## config.mk

```make
export PLATFORM = sky130hd
export DESIGN_NAME = hilo_divider_flat
export DESIGN_NICKNAME = d
export VERILOG_FILES = /design/src/rtl/hilo_divider_if.sv /design/src/rtl/hilo_divider.sv /design/src/flat_wrapper.sv
export SDC_FILE = /design/constraint.sdc
export NUM_CORES = 1
export LEC_CHECK = 0
export CORE_UTILIZATION = 52
export CTS_CLUSTER_SIZE = 25
export DETAILED_ROUTE_END_ITERATION = 10
export HOLD_SLACK_MARGIN = 0.12
export PLACE_DENSITY = 0.73
export SLEW_MARGIN = 25
export SYNTH_ARGS = -nofsm -noshare
export SYNTH_HDL_FRONTEND = slang
export SYNTH_SLANG_ARGS = --single-unit
```

## constraint.sdc

```tcl
create_clock -name clock -period 4.2 [get_ports clock]
set_input_delay 0.42 -clock clock [delete_from_list [all_inputs] [get_ports clock]]
set_output_delay 0.42 -clock clock [all_outputs]
set_load 0.02 [all_outputs]
```

## src/rtl/hilo_divider_if.sv

```systemverilog
// Execute-stage bus between the pipeline and the HI/LO divider.
// With HILO_DIVU_EN defined the bus carries div_unsigned for DIVU.
interface hilo_divider_if #(
  parameter int unsigned WIDTH = 32
) ();
  logic             start;
  logic [WIDTH-1:0] dividend;
  logic [WIDTH-1:0] divisor;
  logic             is_mf_hi;
  logic             is_mf_lo;
  logic [WIDTH-1:0] hilo_out;
  logic             busy;
  logic             stall;
  logic             done;
`ifdef HILO_DIVU_EN
  logic             div_unsigned;
`endif

  // Pipeline side
  modport master (
    output start, dividend, divisor, is_mf_hi, is_mf_lo,
`ifdef HILO_DIVU_EN
    output div_unsigned,
`endif
    input  hilo_out, busy, stall, done
  );

  // Divider side
  modport slave (
    input  start, dividend, divisor, is_mf_hi, is_mf_lo,
`ifdef HILO_DIVU_EN
    input  div_unsigned,
`endif
    output hilo_out, busy, stall, done
  );
endinterface

```

## src/rtl/hilo_divider.sv

```systemverilog
// hilo_divider: iterative restoring DIV that owns HI/LO and serves MFHI/MFLO.
// Optional macro HILO_DIVU_EN adds an unsigned-divide qualifier (DIVU).
// hilo_out and stall are combinational; busy/done decode the state register.
module hilo_divider #(
  parameter int unsigned WIDTH      = 32,
  parameter int unsigned RADIX_BITS = 1
) (
  input logic           clock,
  input logic           reset_n,
  hilo_divider_if.slave bus
);

  localparam int unsigned STEPS = WIDTH / RADIX_BITS;
  localparam int unsigned CW    = $clog2(STEPS + 1);

  typedef enum logic [1:0] {S_IDLE, S_PREP, S_RUN, S_FIX} state_t;

  state_t           r_state;
  state_t           w_next;
  logic [WIDTH-1:0] r_dvd;
  logic [WIDTH-1:0] r_dvs;
  logic             r_sa;
  logic             r_sb;
  logic [WIDTH-1:0] r_rem;
  logic [WIDTH-1:0] r_quo;
  logic [CW-1:0]    r_cnt;
  logic [WIDTH-1:0] r_hi;
  logic [WIDTH-1:0] r_lo;

  logic             w_uns;
  logic             w_sa;
  logic             w_sb;
  logic [WIDTH-1:0] w_a_abs;
  logic [WIDTH-1:0] w_b_abs;
  logic [WIDTH:0]   w_sh;
  logic [WIDTH-1:0] w_rem_nx;
  logic [WIDTH-1:0] w_quo_nx;
  logic [WIDTH-1:0] w_hi;
  logic [WIDTH-1:0] w_lo;
  logic [WIDTH-1:0] w_hi_src;
  logic [WIDTH-1:0] w_lo_src;
  logic             w_busy;
  logic             w_done;

`ifdef HILO_DIVU_EN
  assign w_uns = bus.div_unsigned;
`else
  assign w_uns = 1'b0;
`endif

  // Operand signs and magnitudes; the most negative value maps to unsigned 2^(W-1)
  assign w_sa    = bus.dividend[WIDTH-1] & ~w_uns;
  assign w_sb    = bus.divisor[WIDTH-1]  & ~w_uns;
  assign w_a_abs = w_sa ? (~bus.dividend + WIDTH'(1)) : bus.dividend;
  assign w_b_abs = w_sb ? (~bus.divisor  + WIDTH'(1)) : bus.divisor;

  // State register
  always_ff @(posedge clock or negedge reset_n) begin
    if (!reset_n) r_state <= S_IDLE;
    else          r_state <= w_next;
  end

  // Next-state logic
  always_comb begin
    w_next = r_state;
    case (r_state)
      S_IDLE: if (bus.start) w_next = S_PREP;
      S_PREP: w_next = S_RUN;
      S_RUN:  if (r_cnt == CW'(1)) w_next = S_FIX;
      S_FIX:  w_next = S_IDLE;
      default: w_next = S_IDLE;
    endcase
  end

  // RADIX_BITS restoring shift-subtract steps per RUN cycle
  always_comb begin
    w_rem_nx = r_rem;
    w_quo_nx = r_quo;
    w_sh     = '0;
    for (int unsigned k = 0; k < RADIX_BITS; k++) begin
      w_sh     = {w_rem_nx, w_quo_nx[WIDTH-1]};
      w_quo_nx = {w_quo_nx[WIDTH-2:0], 1'b0};
      if (w_sh >= {1'b0, r_dvs}) begin
        w_sh        = w_sh - {1'b0, r_dvs};
        w_quo_nx[0] = 1'b1;
      end
      w_rem_nx = w_sh[WIDTH-1:0];
    end
  end

  // Sign correction; a zero divisor forces an all-ones quotient
  always_comb begin
    w_lo = r_quo;
    w_hi = r_rem;
    if (r_dvs == '0)      w_lo = '1;
    else if (r_sa ^ r_sb) w_lo = ~r_quo + WIDTH'(1);
    if (r_sa)             w_hi = ~r_rem + WIDTH'(1);
  end

  // Datapath: operand capture, iteration, HI/LO write-back
  always_ff @(posedge clock or negedge reset_n) begin
    if (!reset_n) begin
      r_dvd <= '0;
      r_dvs <= '0;
      r_sa  <= 1'b0;
      r_sb  <= 1'b0;
      r_rem <= '0;
      r_quo <= '0;
      r_cnt <= '0;
      r_hi  <= '0;
      r_lo  <= '0;
    end else begin
      case (r_state)
        S_IDLE: begin
          if (bus.start) begin
            r_dvd <= w_a_abs;
            r_dvs <= w_b_abs;
            r_sa  <= w_sa;
            r_sb  <= w_sb;
          end
        end
        S_PREP: begin
          r_rem <= '0;
          r_quo <= r_dvd;
          r_cnt <= CW'(STEPS);
        end
        S_RUN: begin
          r_rem <= w_rem_nx;
          r_quo <= w_quo_nx;
          r_cnt <= r_cnt - CW'(1);
        end
        S_FIX: begin
          r_hi <= w_hi;
          r_lo <= w_lo;
        end
        default: ;
      endcase
    end
  end

  assign w_busy = (r_state != S_IDLE);
  assign w_done = (r_state == S_FIX);

  // Read port with bypass of the result being written this cycle
  assign w_hi_src = w_done ? w_hi : r_hi;
  assign w_lo_src = w_done ? w_lo : r_lo;

  always_comb begin
    bus.hilo_out = '0;
    if (bus.is_mf_hi)      bus.hilo_out = w_hi_src;
    else if (bus.is_mf_lo) bus.hilo_out = w_lo_src;
  end

  assign bus.busy  = w_busy;
  assign bus.done  = w_done;
  assign bus.stall = (bus.is_mf_hi | bus.is_mf_lo | bus.start) & w_busy & ~w_done;

endmodule
```

## src/flat_wrapper.sv

```systemverilog
// flat-port wrapper written by rule: the top's interface ports become plain ports
module hilo_divider_flat 
#(
  parameter int unsigned WIDTH      = 32,
  parameter int unsigned RADIX_BITS = 1
)
  (clock, reset_n, bus_start, bus_dividend, bus_divisor, bus_is_mf_hi, bus_is_mf_lo, bus_hilo_out, bus_busy, bus_stall, bus_done);
  hilo_divider_if #(.WIDTH(WIDTH)) bus_i ();
  input logic clock;
  input logic reset_n;
  input wire logic [$bits(bus_i.start)-1:0] bus_start;
  input wire logic [$bits(bus_i.dividend)-1:0] bus_dividend;
  input wire logic [$bits(bus_i.divisor)-1:0] bus_divisor;
  input wire logic [$bits(bus_i.is_mf_hi)-1:0] bus_is_mf_hi;
  input wire logic [$bits(bus_i.is_mf_lo)-1:0] bus_is_mf_lo;
  output wire logic [$bits(bus_i.hilo_out)-1:0] bus_hilo_out;
  output wire logic [$bits(bus_i.busy)-1:0] bus_busy;
  output wire logic [$bits(bus_i.stall)-1:0] bus_stall;
  output wire logic [$bits(bus_i.done)-1:0] bus_done;
  assign bus_i.start = bus_start;
  assign bus_i.dividend = bus_dividend;
  assign bus_i.divisor = bus_divisor;
  assign bus_i.is_mf_hi = bus_is_mf_hi;
  assign bus_i.is_mf_lo = bus_is_mf_lo;
  assign bus_hilo_out = bus_i.hilo_out;
  assign bus_busy = bus_i.busy;
  assign bus_stall = bus_i.stall;
  assign bus_done = bus_i.done;
  hilo_divider #(.WIDTH(WIDTH), .RADIX_BITS(RADIX_BITS)) u_core (.clock(clock), .reset_n(reset_n), .bus(bus_i));
endmodule
```

# [Word level (Yosys, flattened, before mapping)]
# Cells that the tools add are included.
[word_totals] word_cells=56 output_inout_bits=35 register_bits=202
[classes] add_sub_neg=6 n_bitwise=10 reduce_logical=6 muxes=17 n_eq_ne=6 order_cmp=1
[ops] op="32-bit two-way mux" n=10
[ops] op="32-bit by 1-bit adder with 32-bit output, second input constant" n=4
[ops] op="32-bit inverter" n=4
[ops] op="32-bit one-hot mux with 2 select lines" n=2
[ops] op="33-bit by 32-bit greater-or-equal comparator with 1-bit output" n=1
[ops] op="32-bit logical NOT" n=1
[ops] op="32-bit subtractor" n=1
[ops] op="6-bit one-hot mux with 2 select lines" n=1
[ops] op="2-bit one-hot mux with 4 select lines" n=1
[ops] op="6-bit by 1-bit equality test with 1-bit output, second input constant" n=1
[ops] op="6-bit by 1-bit subtractor with 6-bit output, second input constant" n=1
[ops] op="2-bit equality test, second input constant" n=2
[ops] op="2-bit two-way mux" n=2
[ops] op="2-bit AND reduction" n=2
[ops] op="2-bit nonzero test" n=2
[ops] op="1-bit AND" n=2
[ops] op="2-bit by 1-bit equality test with 1-bit output, second input constant" n=1
[ops] op="2-bit logical NOT" n=1
[ops] op="2-bit by 1-bit != test with 1-bit output, second input constant" n=1
[ops] op="2-bit != test, second input constant" n=1
[ops] op="1-bit OR" n=2
[ops] op="1-bit two-way mux" n=1
[ops] op="1-bit inverter" n=1
[ops] op="1-bit bitwise XOR" n=1

# [Depth between registers and ports, before layout]
# Gate-level depths: netlist of run 1.
[depth] depth_word=7 mapped_depth=14

# [Worst setup path after synthesis of run 1]
# No wires, ideal clock.
[synth_timing] kind="register to output" start="register u_core.r_rem[8]" end="output port bus_hilo_out[29]" arrival_time_ps=2670 setup_slack_ps=1110 path_buffers=0 stages_incl_launch_ff=9 path_cell_list="dfrtp_1 > or3_4 > or4_4 > or3_4 > or3_4 > o41ai_4 > xor2_1 > a21oi_1 > a21o_1"
[synth_between] elab_chain_len=5
[synth_rtl] element="start: declaration" line="hilo_divider.sv:24" source="logic [WIDTH-1:0] r_rem;"
[synth_rtl] element="start signal: assignment" line="hilo_divider.sv:128" source="r_rem <= w_rem_nx;"
[synth_rtl] element="32-bit inverter" line="hilo_divider.sv:97" source="if (r_sa) w_hi = ~r_rem + WIDTH'(1);"
[synth_rtl] element="32-bit by 1-bit adder with 32-bit output" line="hilo_divider.sv:97"
[synth_rtl] element="32-bit two-way mux" line="hilo_divider.sv:97"
[synth_rtl] element="32-bit two-way mux" line="hilo_divider.sv:145" source="assign w_hi_src = w_done ? w_hi : r_hi;"
[synth_rtl] element="net u_core.w_hi_src[29]" line="hilo_divider.sv:40" source="logic [WIDTH-1:0] w_hi_src;"
[synth_rtl] element="32-bit two-way mux" line="hilo_divider.sv:150" source="if (bus.is_mf_hi) bus.hilo_out = w_hi_src;"
[synth_rtl] element="end: declaration" line="flat_wrapper.sv:16" source="output wire logic [$bits(bus_i.hilo_out)-1:0] bus_hilo_out;"
# The timed path passes the listed nets, and every way through them passes these cells.

# [Worst setup path in the final report of run 1]
[layout_timing] start="register u_core.r_rem[8]" end="output port bus_hilo_out[22]"
# The elaborated chain is that of the path after synthesis.

==> run summary, run 1 <==
Final setup viols - 0
Critical-path top delay cell - clkdlybuf4s50_1
Synth Instances - 1486
Startpoint Class - flop
Clock transition at path regs - 0.06 ns
Hold crit path type - in2reg
CP endpoint kind - primary output
P per Cell Area - 959 nW/µm²
Post-route setup TNS - 0 ns
# diodes - 0
Slowest cell delay on critical path - 0.55 ns
# clock sinks - 202
Critical setup path kind - reg2out
Final hold slack - 0.460 ns
Number of synthesized flops with an enable pin - 0
DRT iter0 DRCs - 697
Htree depth - 1
Final Instance Area - 14900 µm²
Root Buffer - clkbuf_16
Post-layout util - 0.627
Vias - 10936
Hold Vio Cnt, Final - 0
Total global-route track usage - 0.252
Mapped cell area - 12800 µm²
F_max - 243 MHz
Register area share after synthesis - 0.396
Ys async rst share - 1.00
Rows - 56
Synth-to-Final Area Change - 16.7%
Fin nets - 1664
Most frequent cells in the layout - dfrtp_1, a21oi_1, nor2_1, nand2_1, o21ai_0
Max cap viols - 0
Core area - 23800 µm²
Normalized max-slew margin - 0.355
CTS max path bufs - 3
Die Area - 25200 µm²
Synth Warn # - 0
Storage cell area - 5050 µm²
Worst IR Drop VDD - 0.576 mV
First-pass GRT wire length - 52800 µm
Avg Inst Size Synth - 8.60 µm²
Most common cell after layout, fill and taps aside - dfrtp_1
Min cycle time layout - 4.11 ns
Post-DP Area - 14100 µm²
CTS tree - done
Fillers - 2001
Worst path required time - 3.78 ns
DRC errors left - 0
Leakage - 0.00659 µW
Yosys reg bits - 202
Antenna violations before repair - 0
Initial core utilization - 0.538
Net count after synthesis - 1597
Number of global-route vias before repair - 10860
Overflow after GRT - 0
Wire per inst - 16.8 µm
DP Cell Count - 1845
Multi-input gate area - 7170 µm²
Outcome - complete, no violations
Slew Limit Fails - 0
Largest net degree at the start of global routing - 113
Setup Skew - 0.0100 ns
Via density - 5.80
Critical-path cell list - or3_4 -> or4_4 -> or3_4 -> o21ai_4 -> nand2_1 -> xnor2_1 -> mux2_2 -> a22o_1 -> clkdlybuf4s50_1
Worst skew pair latency - 0.50 ns
Netlist cell types - 62
Crit path DAT - 3.69 ns
Antenna viol nets, final - 0
Cell mode on critical path - or3_4
Final period util - 0.978
Main synth FF type - dfrtp_1
Least-Margin Pin Slew - 0.968 ns
Die width - 159 µm
Non-filler cells in the finished layout - 1884
Die Y - 159 µm
Port bufs - 103
# IOs - 104
TritonRoute pass-1 iters - 5
Post-Route WL - 31700 µm
DP HPWL - 22800 µm
Crit-path max FO - 6
Num CTS Buffers - 23
Share of layout cells above drive strength 1 - 0.0626
Routability cong. - 0.927
## flip-flops by register name (all words and copies together) (netlist names)
register	cells
u_core.r_dvs	32
u_core.r_dvd	32
u_core.r_rem	32
u_core.r_lo	32
u_core.r_quo	32
u_core.r_hi	32
u_core.r_sb	1
u_core.r_cnt	6
u_core.r_state	2
u_core.r_sa	1
## timing repair
action,CTS,global route
hold buffers,1,0
pin swaps,0,2
endpoints found under the hold margin,49,0
resized for setup,10,7
gates cloned,0,0
buffers inserted,0,1
setup endpoints to repair,11,8
## cells in the mapped netlist, drive strengths merged (5+ instances only)
cell type  number  share of area
or4            14         0.0085
nand3          17         0.0067
or3            14         0.0080
dfrtp         202           0.40
clkbuf         79          0.023
o22ai          23          0.011
mux2i          44          0.034
nand2b          8         0.0039
o21ai         128          0.050
o31ai          36          0.023
nor4           16         0.0078
a22o           26          0.018
o41ai          17          0.015
mux2           10         0.0088
and3            7         0.0034
xor2           84          0.058
nor2b           6         0.0029
a31oi          14         0.0069
inv            82          0.024
nor2          149          0.044
nor3           19         0.0074
buf             5         0.0019
nand2         139          0.041
o21bai          5         0.0029
o211ai          5         0.0029
a21o           23          0.014
nand4          16         0.0078
ha             41          0.040
xnor2          64          0.044
a21oi         156          0.062
## layer usage
layer,track usage,wire [µm]
met1,0.339,14500
met2,0.430,15200
met3,0.0287,1210
met4,0.0649,674
met5,0,0
## final timing paths
path                                               from                            to  slack [ns]  cells after the start
setup / recovery            u_core.r_rem[8]$_DFFE_PN0P_              bus_hilo_out[22]        0.09                      9
hold / removal                         bus_dividend[31]  u_core.r_dvd[31]$_DFFE_PN0P_        0.46                      3
setup reg to reg           u_core.r_quo[31]$_DFFE_PN0P_  u_core.r_rem[30]$_DFFE_PN0P_        0.69                     13
hold reg to reg            u_core.r_dvd[15]$_DFFE_PN0P_  u_core.r_dvd[15]$_DFFE_PN0P_        0.48                      2
max in group asynchronous                       reset_n   u_core.r_rem[5]$_DFFE_PN0P_        2.57                      3
min in group asynchronous                       reset_n  u_core.r_dvs[29]$_DFFE_PN0P_        0.63                      2
## worst max-delay path, delay by kind of cell, from the launching register on
kind | cells | cell delay (ns)
AO/OA/AOI/OAI | 2 | 0.51
buffers and inverters | 1 | 0.55
AND/OR/NAND/NOR | 4 | 1.32
flip-flops | 1 | 0.42
multiplexers | 1 | 0.27
XOR/XNOR | 1 | 0.13
## layout make-up
class | instances | area share
repair buffers | 126 | 0.0819
clock inverters | 8 | 0.00789
multi-input cells | 1117 | 0.481
inverters | 83 | 0.0209
flip-flops and latches | 202 | 0.339
well taps | 319 | 0.0268
clock buffers | 29 | 0.0421
## kinds of logic (layout without fill, tap and decap cells)
kind of cell             after synthesis  count (layout)  synth area share
AND/OR/NAND/NOR                      415             415             0.147
adder cells (fa/ha/maj)               42              42            0.0417
AO/OA/AOI/OAI                        458             458             0.222
buffers and inverters                167             246            0.0495
multiplexers                          54              54            0.0433
XOR/XNOR                             148             148             0.101
flip-flops                           202             202             0.396
## stage by stage
step	total power, µW	setup WS, ns
finish	14300	0.0920
global route	15400	-0.00690
CTS	14200	0.0201
detailed placement	12100	0.362
global placement	11900	0.471
floorplan	9860	1.11
## report_power, final
part	internal [µW]	total, µW	switching (µW)	leakage, µW
Combinational	3570	8650	5080	0.00374
Clock	1230	2000	773	0.000367
Sequential	2870	3640	765	0.00247
Total	7680	14300	6620	0.00659
(Power assumes the default switching activity.)
==> run 2, diff against run 1 <==
--- a/config.mk
+++ b/config.mk
@@ -5,11 +5,14 @@
 export SDC_FILE = /design/constraint.sdc
 export NUM_CORES = 1
 export LEC_CHECK = 0
+export ABC_CLOCK_PERIOD_IN_PS = 4200
 export CORE_UTILIZATION = 52
 export CTS_CLUSTER_SIZE = 25
 export DETAILED_ROUTE_END_ITERATION = 10
+export GPL_ROUTABILITY_DRIVEN = 0
 export HOLD_SLACK_MARGIN = 0.12
 export PLACE_DENSITY = 0.73
+export SKIP_LAST_GASP = 1
 export SLEW_MARGIN = 25
 export SYNTH_ARGS = -nofsm -noshare
 export SYNTH_HDL_FRONTEND = slang
==> run summary, run 2 (synthesis gave the netlist of run 1 again) <==
Antenna violations before repair - 1 (was 0)
Sequential Power Share - 0.255 (about the same)
Antenna viol nets, final - 0 (unchanged)
Worst IR Drop VDD - 0.883 mV (was 0.576 mV)
DP Worst Slack - 0.420 ns (was 0.362 ns)
Number of global-route vias before repair - 10756 (was 10860)
Internal power - 7710 µW (was 7680 µW)
Vias - 10941 (was 10936)
Startpoint Class - flop (unchanged)
F_max - 246 MHz (was 243 MHz)
R2R Path End - u_core.r_rem[30]$_DFFE_PN0P_ (unchanged)
Clock transition at path regs - 0.06 ns (about the same)
Most frequent cells in the layout - dfrtp_1, a21oi_1, nor2_1, nand2_1, o21ai_0 (unchanged)
DRC errors left - 0 (unchanged)
Critical setup path kind - reg2out (unchanged)
Fin nets - 1668 (was 1664)
Most common cell after layout, fill and taps aside - dfrtp_1 (unchanged)
Crit path DAT - 3.64 ns (was 3.69 ns)
Reg-to-reg slack, setup - 0.66 ns (was 0.69 ns)
Hold Vio Cnt, Final - 0 (unchanged)
Hold Startpoint - bus_dividend[31] (unchanged)
Share of layout cells above drive strength 1 - 0.0649 (was 0.0626)
Clk network pwr share - 0.146 (was 0.140)
First-pass GRT wire length - 52900 µm (was 52800 µm)
# IOs - 104 (unchanged)
Worst path required time - 3.78 ns (about the same)
Port bufs - 103 (unchanged)
Die Area - 25200 µm² (unchanged)
Psw - 6610 µW (was 6620 µW)
Core area - 23800 µm² (unchanged)
Final period util - 0.966 (was 0.978)
R2R cell count - 13 (unchanged)
DRT iter0 DRCs - 805 (was 697)
Min cycle time layout - 4.06 ns (was 4.11 ns)
Post-route setup TNS - 0 ns (unchanged)
Htree depth - 1 (unchanged)
Final Instance Area - 15000 µm² (was 14900 µm²)
Root Buffer - clkbuf_16 (unchanged)
CP endpoint kind - primary output (unchanged)
Crit-path max FO - 5 (was 6)
Least-Margin Pin Slew - 0.966 ns (was 0.968 ns)
Final setup viols - 0 (unchanged)
Initial core utilization - 0.538 (unchanged)
Worst Setup SP - u_core.r_rem[8]$_DFFE_PN0P_ (unchanged)
TritonRoute pass-1 iters - 5 (unchanged)
Num CTS Buffers - 24 (was 23)
Wire per inst - 16.8 µm (about the same)
CTS max path bufs - 3 (unchanged)
Worst skew pair latency - 0.52 ns (was 0.50 ns)
P per Cell Area - 957 nW/µm² (was 959 nW/µm²)
Overflow after GRT - 0 (unchanged)
Max cap viols - 0 (unchanged)
Setup Skew - 0.0164 ns (was 0.0100 ns)
Rows - 56 (unchanged)
Die Y - 159 µm (unchanged)
Unrepaired setup endpoints after global routing - false
Post-DP Area - 14100 µm² (about the same)
Leakage - 0.00667 µW (was 0.00659 µW)
Reg2Reg Launch Point - u_core.r_quo[31]$_DFFE_PN0P_ (unchanged)
Outcome - complete, no violations (unchanged)
Total global-route track usage - 0.252 (about the same)
Hold crit path type - in2reg (unchanged)
Synth-to-Final Area Change - 17.1% (was 16.7%)
# clock sinks - 202 (unchanged)
Via density - 5.78 (was 5.80)
Die width - 159 µm (unchanged)
Largest net degree at the start of global routing - 111 (was 113)
Comb power frac - 0.600 (was 0.605)
Worst setup margin - 0.141 ns (was 0.0920 ns)
Switch share - 0.461 (was 0.463)
CTS tree - done (unchanged)
DP HPWL - 22300 µm (was 22800 µm)
Slew Limit Fails - 0 (unchanged)
Critical Path Sink - bus_hilo_out[29] (was bus_hilo_out[22])
Post-Route WL - 31800 µm (was 31700 µm)
Normalized max-slew margin - 0.356 (was 0.355)
run 2: changes by cell type in the layout (fill, tap and decap cells not counted), moves of 2 or more:
cell / previous run / this run
buf_4: 21 / 25
clkdlybuf4s50_1: 92 / 88
dlymetal6s2s_1: 4 / 8
clkbuf_16: 23 / 25
run 2: cell type report:
cell class,count,area (µm²)
fillers,2010,8790
multi-input cells,1117,7160
flip-flops and latches,202,5050
repair buffers,129,1240
clock buffers,33,696
well taps,319,399
inverters,83,312
clock inverters,8,92.6
diodes,1,2.50
run 2: worst min-delay path by stage:
stage / to / slack [ns] / cells past startpoint
after detailed placement: u_core.r_dvd[5]$_DFFE_PN0P_ / 0.47 / 2
after global placement: u_core.r_dvd[25]$_DFFE_PN0P_ / 0.47 / 2
after CTS: u_core.r_dvd[26]$_DFFE_PN0P_ / 0.49 / 2
after floorplan: u_core.r_cnt[0]$_DFFE_PN0P_ / 0.12 / 0
after global routing: u_core.r_dvd[31]$_DFFE_PN0P_ / 0.51 / 3
final: u_core.r_dvd[31]$_DFFE_PN0P_ / 0.47 / 3
run 2: timing repair:
item | 4_1_cts | 5_1_grt
buffers inserted | 1 | 3
pin swaps | 1 | 4
hold buffers | 1 | 0
hold endpoints to repair | 107 | 0
endpoints found under the setup margin | 11 | 10
cloned | 0 | 0
gates resized for setup | 8 | 12
run 2: routing by layer:
| layer | GRT usage | part of all wire | up-vias | wire length (µm) |
|---|---|---|---|---|
| met2 | 0.427 | 0.48 | 244 | 15300 |
| met1 | 0.335 | 0.44 | 5266 | 14100 |
| met3 | 0.0397 | 0.051 | 57 | 1620 |
| li1 | - | - | 5374 | - |
| met4 | 0.0666 | 0.024 | 0 | 759 |
| met5 | 0 | 0 | - | 0 |
run 2: critical path, stage by stage, from the launching register on:
cell,delay [ns]
dfrtp_1,0.42
or3_4,0.41
or4_4,0.43
or3_4,0.42
or3_4,0.38
o41ai_4,0.24
xor2_1,0.18
a21oi_1,0.11
a21o_1,0.23
dlygate4sd2_1,0.31
run 2: per-stage QoR:
stage / utilization / power [µW] / hold slack [ns] / std cells
finish: 0.630 / 14300 / 0.466 / 1892
global placement: 0.592 / 11900 / 0.471 / 1845
floorplan: - / 9860 / 0.124 / 1486
global route: 0.630 / 15500 / 0.513 / 1891
detailed placement: 0.592 / 12000 / 0.474 / 1845
CTS: 0.627 / 14200 / 0.487 / 1888
run 2: power by group through the flow:
stage	Sequential (µW)	Combinational, µW	Clock (µW)
after floorplan	3390	6470	0
after global placement	3620	8230	0
after detailed placement	3650	8360	0
after CTS	3630	8490	2120
after global routing	3760	9550	2190
final	3650	8590	2090
==> run 3, diff against run 2 <==
--- a/config.mk
+++ b/config.mk
@@ -5,15 +5,17 @@
 export SDC_FILE = /design/constraint.sdc
 export NUM_CORES = 1
 export LEC_CHECK = 0
+export ABC_AREA = 1
 export ABC_CLOCK_PERIOD_IN_PS = 4200
 export CORE_UTILIZATION = 52
 export CTS_CLUSTER_SIZE = 25
 export DETAILED_ROUTE_END_ITERATION = 10
 export GPL_ROUTABILITY_DRIVEN = 0
 export HOLD_SLACK_MARGIN = 0.12
-export PLACE_DENSITY = 0.73
+export PLACE_DENSITY = 0.72
 export SKIP_LAST_GASP = 1
 export SLEW_MARGIN = 25
 export SYNTH_ARGS = -nofsm -noshare
 export SYNTH_HDL_FRONTEND = slang
 export SYNTH_SLANG_ARGS = --single-unit
+export TNS_END_PERCENT = 10
==> run summary, run 3 <==
Slowest cell delay on critical path - 0.56 ns (was 0.43 ns)
Critical-path top delay cell - clkdlybuf4s50_1 (was or4_4)
Worst path required time - 3.78 ns (about the same)
Startpoint Class - flop (unchanged)
Largest net degree at the start of global routing - 87 (was 111)
Crit path DAT - 3.32 ns (was 3.64 ns)
Via density - 5.52 (was 5.78)
Die Area - 29800 µm² (was 25200 µm²)
Clock transition at path regs - 0.06 ns (about the same)
Most frequent cells in the layout - nand2_1, inv_1, nand3_1, nor2_1, dfrtp_1 (was dfrtp_1, a21oi_1, nor2_1, nand2_1, o21ai_0)
Synth area leader - dfrtp_1 (unchanged)
Num CTS Buffers - 24 (unchanged)
First-pass GRT wire length - 75400 µm (was 52900 µm)
Outcome - complete, no violations (unchanged)
DRT iter0 DRCs - 1675 (was 805)
Leakage - 0.00886 µW (was 0.00667 µW)
Hold path cells - 2 (was 3)
Initial core utilization - 0.529 (was 0.538)
Cell mode on critical path - nand2_1 (was or3_4)
Net count after synthesis - 2426 (was 1597)
Antenna viol nets, final - 0 (unchanged)
Critical-path cell list - inv_1 -> ha_1 -> nand3_1 -> nor2_1 -> nand2_1 -> o21ai_2 -> xor2_1 -> nand2_1 -> o211ai_1 -> nand2_1 -> clkdlybuf4s50_1 (was or3_4 -> or4_4 -> or3_4 -> or3_4 -> o41ai_4 -> xor2_1 -> a21oi_1 -> a21o_1 -> dlygate4sd2_1)
CP endpoint kind - primary output (unchanged)
Hold Startpoint - u_core.r_lo[5]$_DFF_PN0_ (was bus_dividend[31])
Normalized max-slew margin - 0.420 (was 0.356)
Mapped cell area - 15100 µm² (was 12800 µm²)
R2R cell count - 14 (was 13)
Root Buffer - clkbuf_16 (unchanged)
Total global-route track usage - 0.315 (was 0.252)
# clock sinks - 202 (unchanged)
Top cells by count, synth - nand2_1, inv_1, nand3_1 (was dfrtp_1, a21oi_1, nor2_1)
Slew Limit Fails - 0 (unchanged)
Hold crit path type - reg2reg (was in2reg)
P per Cell Area - 645 nW/µm² (was 957 nW/µm²)
Main synth FF type - dfrtp_1 (unchanged)
Least-Margin Pin Slew - 0.868 ns (was 0.966 ns)
Htree depth - 1 (unchanged)
Unrepaired setup endpoints after global routing - false (unchanged)
Yosys top cell area share - 0.334 (was 0.396)
Final period util - 0.890 (was 0.966)
Most common cell after layout, fill and taps aside - nand2_1 (was dfrtp_1)
Wire per inst - 16.7 µm (was 16.8 µm)
Post-route setup TNS - 0 ns (unchanged)
Reg-to-reg slack, setup - 1.02 ns (was 0.66 ns)
Final setup viols - 0 (unchanged)
Register area share after synthesis - 0.334 (was 0.396)
Synth top area cells - dfrtp_1, nand2_1, nand3_1, inv_1, nor2_1 (was dfrtp_1, a21oi_1, xor2_1, o21ai_0, xnor2_1)
Hold Vio Cnt, Final - 0 (unchanged)
Setup Skew - 0.0222 ns (was 0.0164 ns)
Port bufs - 103 (unchanged)
Netlist cell types - 46 (was 62)
Yosys reg bits - 202 (unchanged)
Top-count cell post-synth - nand2_1 (was dfrtp_1)
Ys async rst share - 1.00 (unchanged)
CTS tree - done (unchanged)
Die Y - 173 µm (was 159 µm)
Max cap viols - 0 (unchanged)
Critical setup path kind - reg2out (unchanged)
Share of layout cells above drive strength 1 - 0.0528 (was 0.0649)
Post-Route WL - 46700 µm (was 31800 µm)
CTS max path bufs - 3 (unchanged)
Die width - 173 µm (was 159 µm)
Rows - 62 (was 56)
Worst IR Drop VDD - 0.640 mV (was 0.883 mV)
Synth Instances - 2315 (was 1486)
Post-layout util - 0.604 (was 0.630)
# IOs - 104 (unchanged)
Number of synthesized flops with an enable pin - 0 (unchanged)
Final hold slack - 0.466 ns (about the same)
Antenna violations before repair - 1 (unchanged)
Total power - 11200 µW (was 14300 µW)
Hold Path End - u_core.r_lo[5]$_DFF_PN0_ (was u_core.r_dvd[31]$_DFFE_PN0P_)
Vias - 15403 (was 10941)
DRC errors left - 0 (unchanged)
Synth-to-Final Area Change - 14.4% (was 17.1%)
TritonRoute pass-1 iters - 7 (was 5)
Reg2Reg Launch Point - u_core.r_rem[14]$_DFFE_PN0P_ (was u_core.r_quo[31]$_DFFE_PN0P_)
F_max - 268 MHz (was 246 MHz)
R2R Path End - u_core.r_rem[27]$_DFFE_PN0P_ (was u_core.r_rem[30]$_DFFE_PN0P_)
Avg Inst Size Synth - 6.54 µm² (was 8.60 µm²)
Fin nets - 2500 (was 1668)
Min cycle time layout - 3.74 ns (was 4.06 ns)
Core area - 28600 µm² (was 23800 µm²)
Crit-path max FO - 5 (unchanged)
Overflow after GRT - 0 (unchanged)
Number of global-route vias before repair - 14291 (was 10756)
DP HPWL - 36200 µm (was 22300 µm)
Worst skew pair latency - 0.53 ns (was 0.52 ns)
Post-CTS Setup Inserts - 0 (was 1)
Synth Warn # - 0 (unchanged)
[run 3: cell count changes after synthesis, sizes merged, moves of 33 or more]
cell   previous run  this run
nand2           139       732
nand3            17       255
inv              82       313
a21oi           156        39
nor2            149       237
mux2i            44         0
xnor2            64        21
o31ai            36         3
or2               4        37
[run 3: area by class of cell]
type	instances	area (µm²)
tap	384	480
timing repair buffer	122	1190
antenna	1	2.50
sequential	202	5050
multi-input combinational	1725	8550
clock buffer	32	671
clock inverter	12	176
fill	2722	11300
inverter	314	1180
[run 3: cell families after synthesis]
kind of cell,after synthesis,synth area share
compound gates,252,0.102
buf+inv,388,0.101
flops,202,0.334
xor+xnor,82,0.0475
simple gates,1349,0.380
fa+ha+maj,42,0.0352
[run 3: critical path: cells and delay by family (launching register included)]
family	cells	cell delay [ns]
buf+inv	2	0.71
compound gates	2	0.40
fa+ha+maj	1	0.18
xor+xnor	1	0.25
flops	1	0.41
simple gates	5	0.83
[run 3: power by group]
group | internal, µW | total, µW | switching (µW)
clock | 1370 | 2210 | 844
sequential | 2720 | 3090 | 370
combinational | 1980 | 5850 | 3870
[run 3: repair_timing]
item	4_1_cts	5_1_grt
hold buffers	1	0
gates resized for setup	0	0
hold endpoints to repair	83	0
[run 3: metrics by stage]
stage / worst slack (ns) / cell area [µm²] / std cells
floorplan: 1.92 / 15100 / 2315
global placement: 1.06 / 16400 / 2746
detailed placement: 1.06 / 16400 / 2746
CTS: 0.476 / 17300 / 2791
global route: 0.278 / 17300 / 2791
finish: 0.462 / 17300 / 2792
[run 3: layer usage]
metal | track usage | share of wire
met5 | 0 | 0
met4 | 0.116 | 0.038
met3 | 0.0831 | 0.099
met2 | 0.455 | 0.41
met1 | 0.451 | 0.45
[run 3: how the worst max path moves through the flow]
stage | slack [ns] | end | depth (start not counted) | start
2_1_floorplan | 1.92 | bus_hilo_out[0] | 5 | u_core.r_state[1]$_DFFE_PN0P_
3_3_place_gp | 1.06 | bus_hilo_out[16] | 13 | u_core.r_quo[0]$_DFFE_PN0P_
3_5_place_dp | 1.06 | bus_hilo_out[16] | 13 | u_core.r_quo[0]$_DFFE_PN0P_
4_1_cts | 0.48 | bus_hilo_out[16] | 13 | u_core.r_quo[0]$_DFFE_PN0P_
5_1_grt | 0.28 | bus_hilo_out[16] | 13 | u_core.r_quo[0]$_DFFE_PN0P_
6_report | 0.46 | bus_hilo_out[14] | 11 | u_core.r_rem[0]$_DFFE_PN0P_
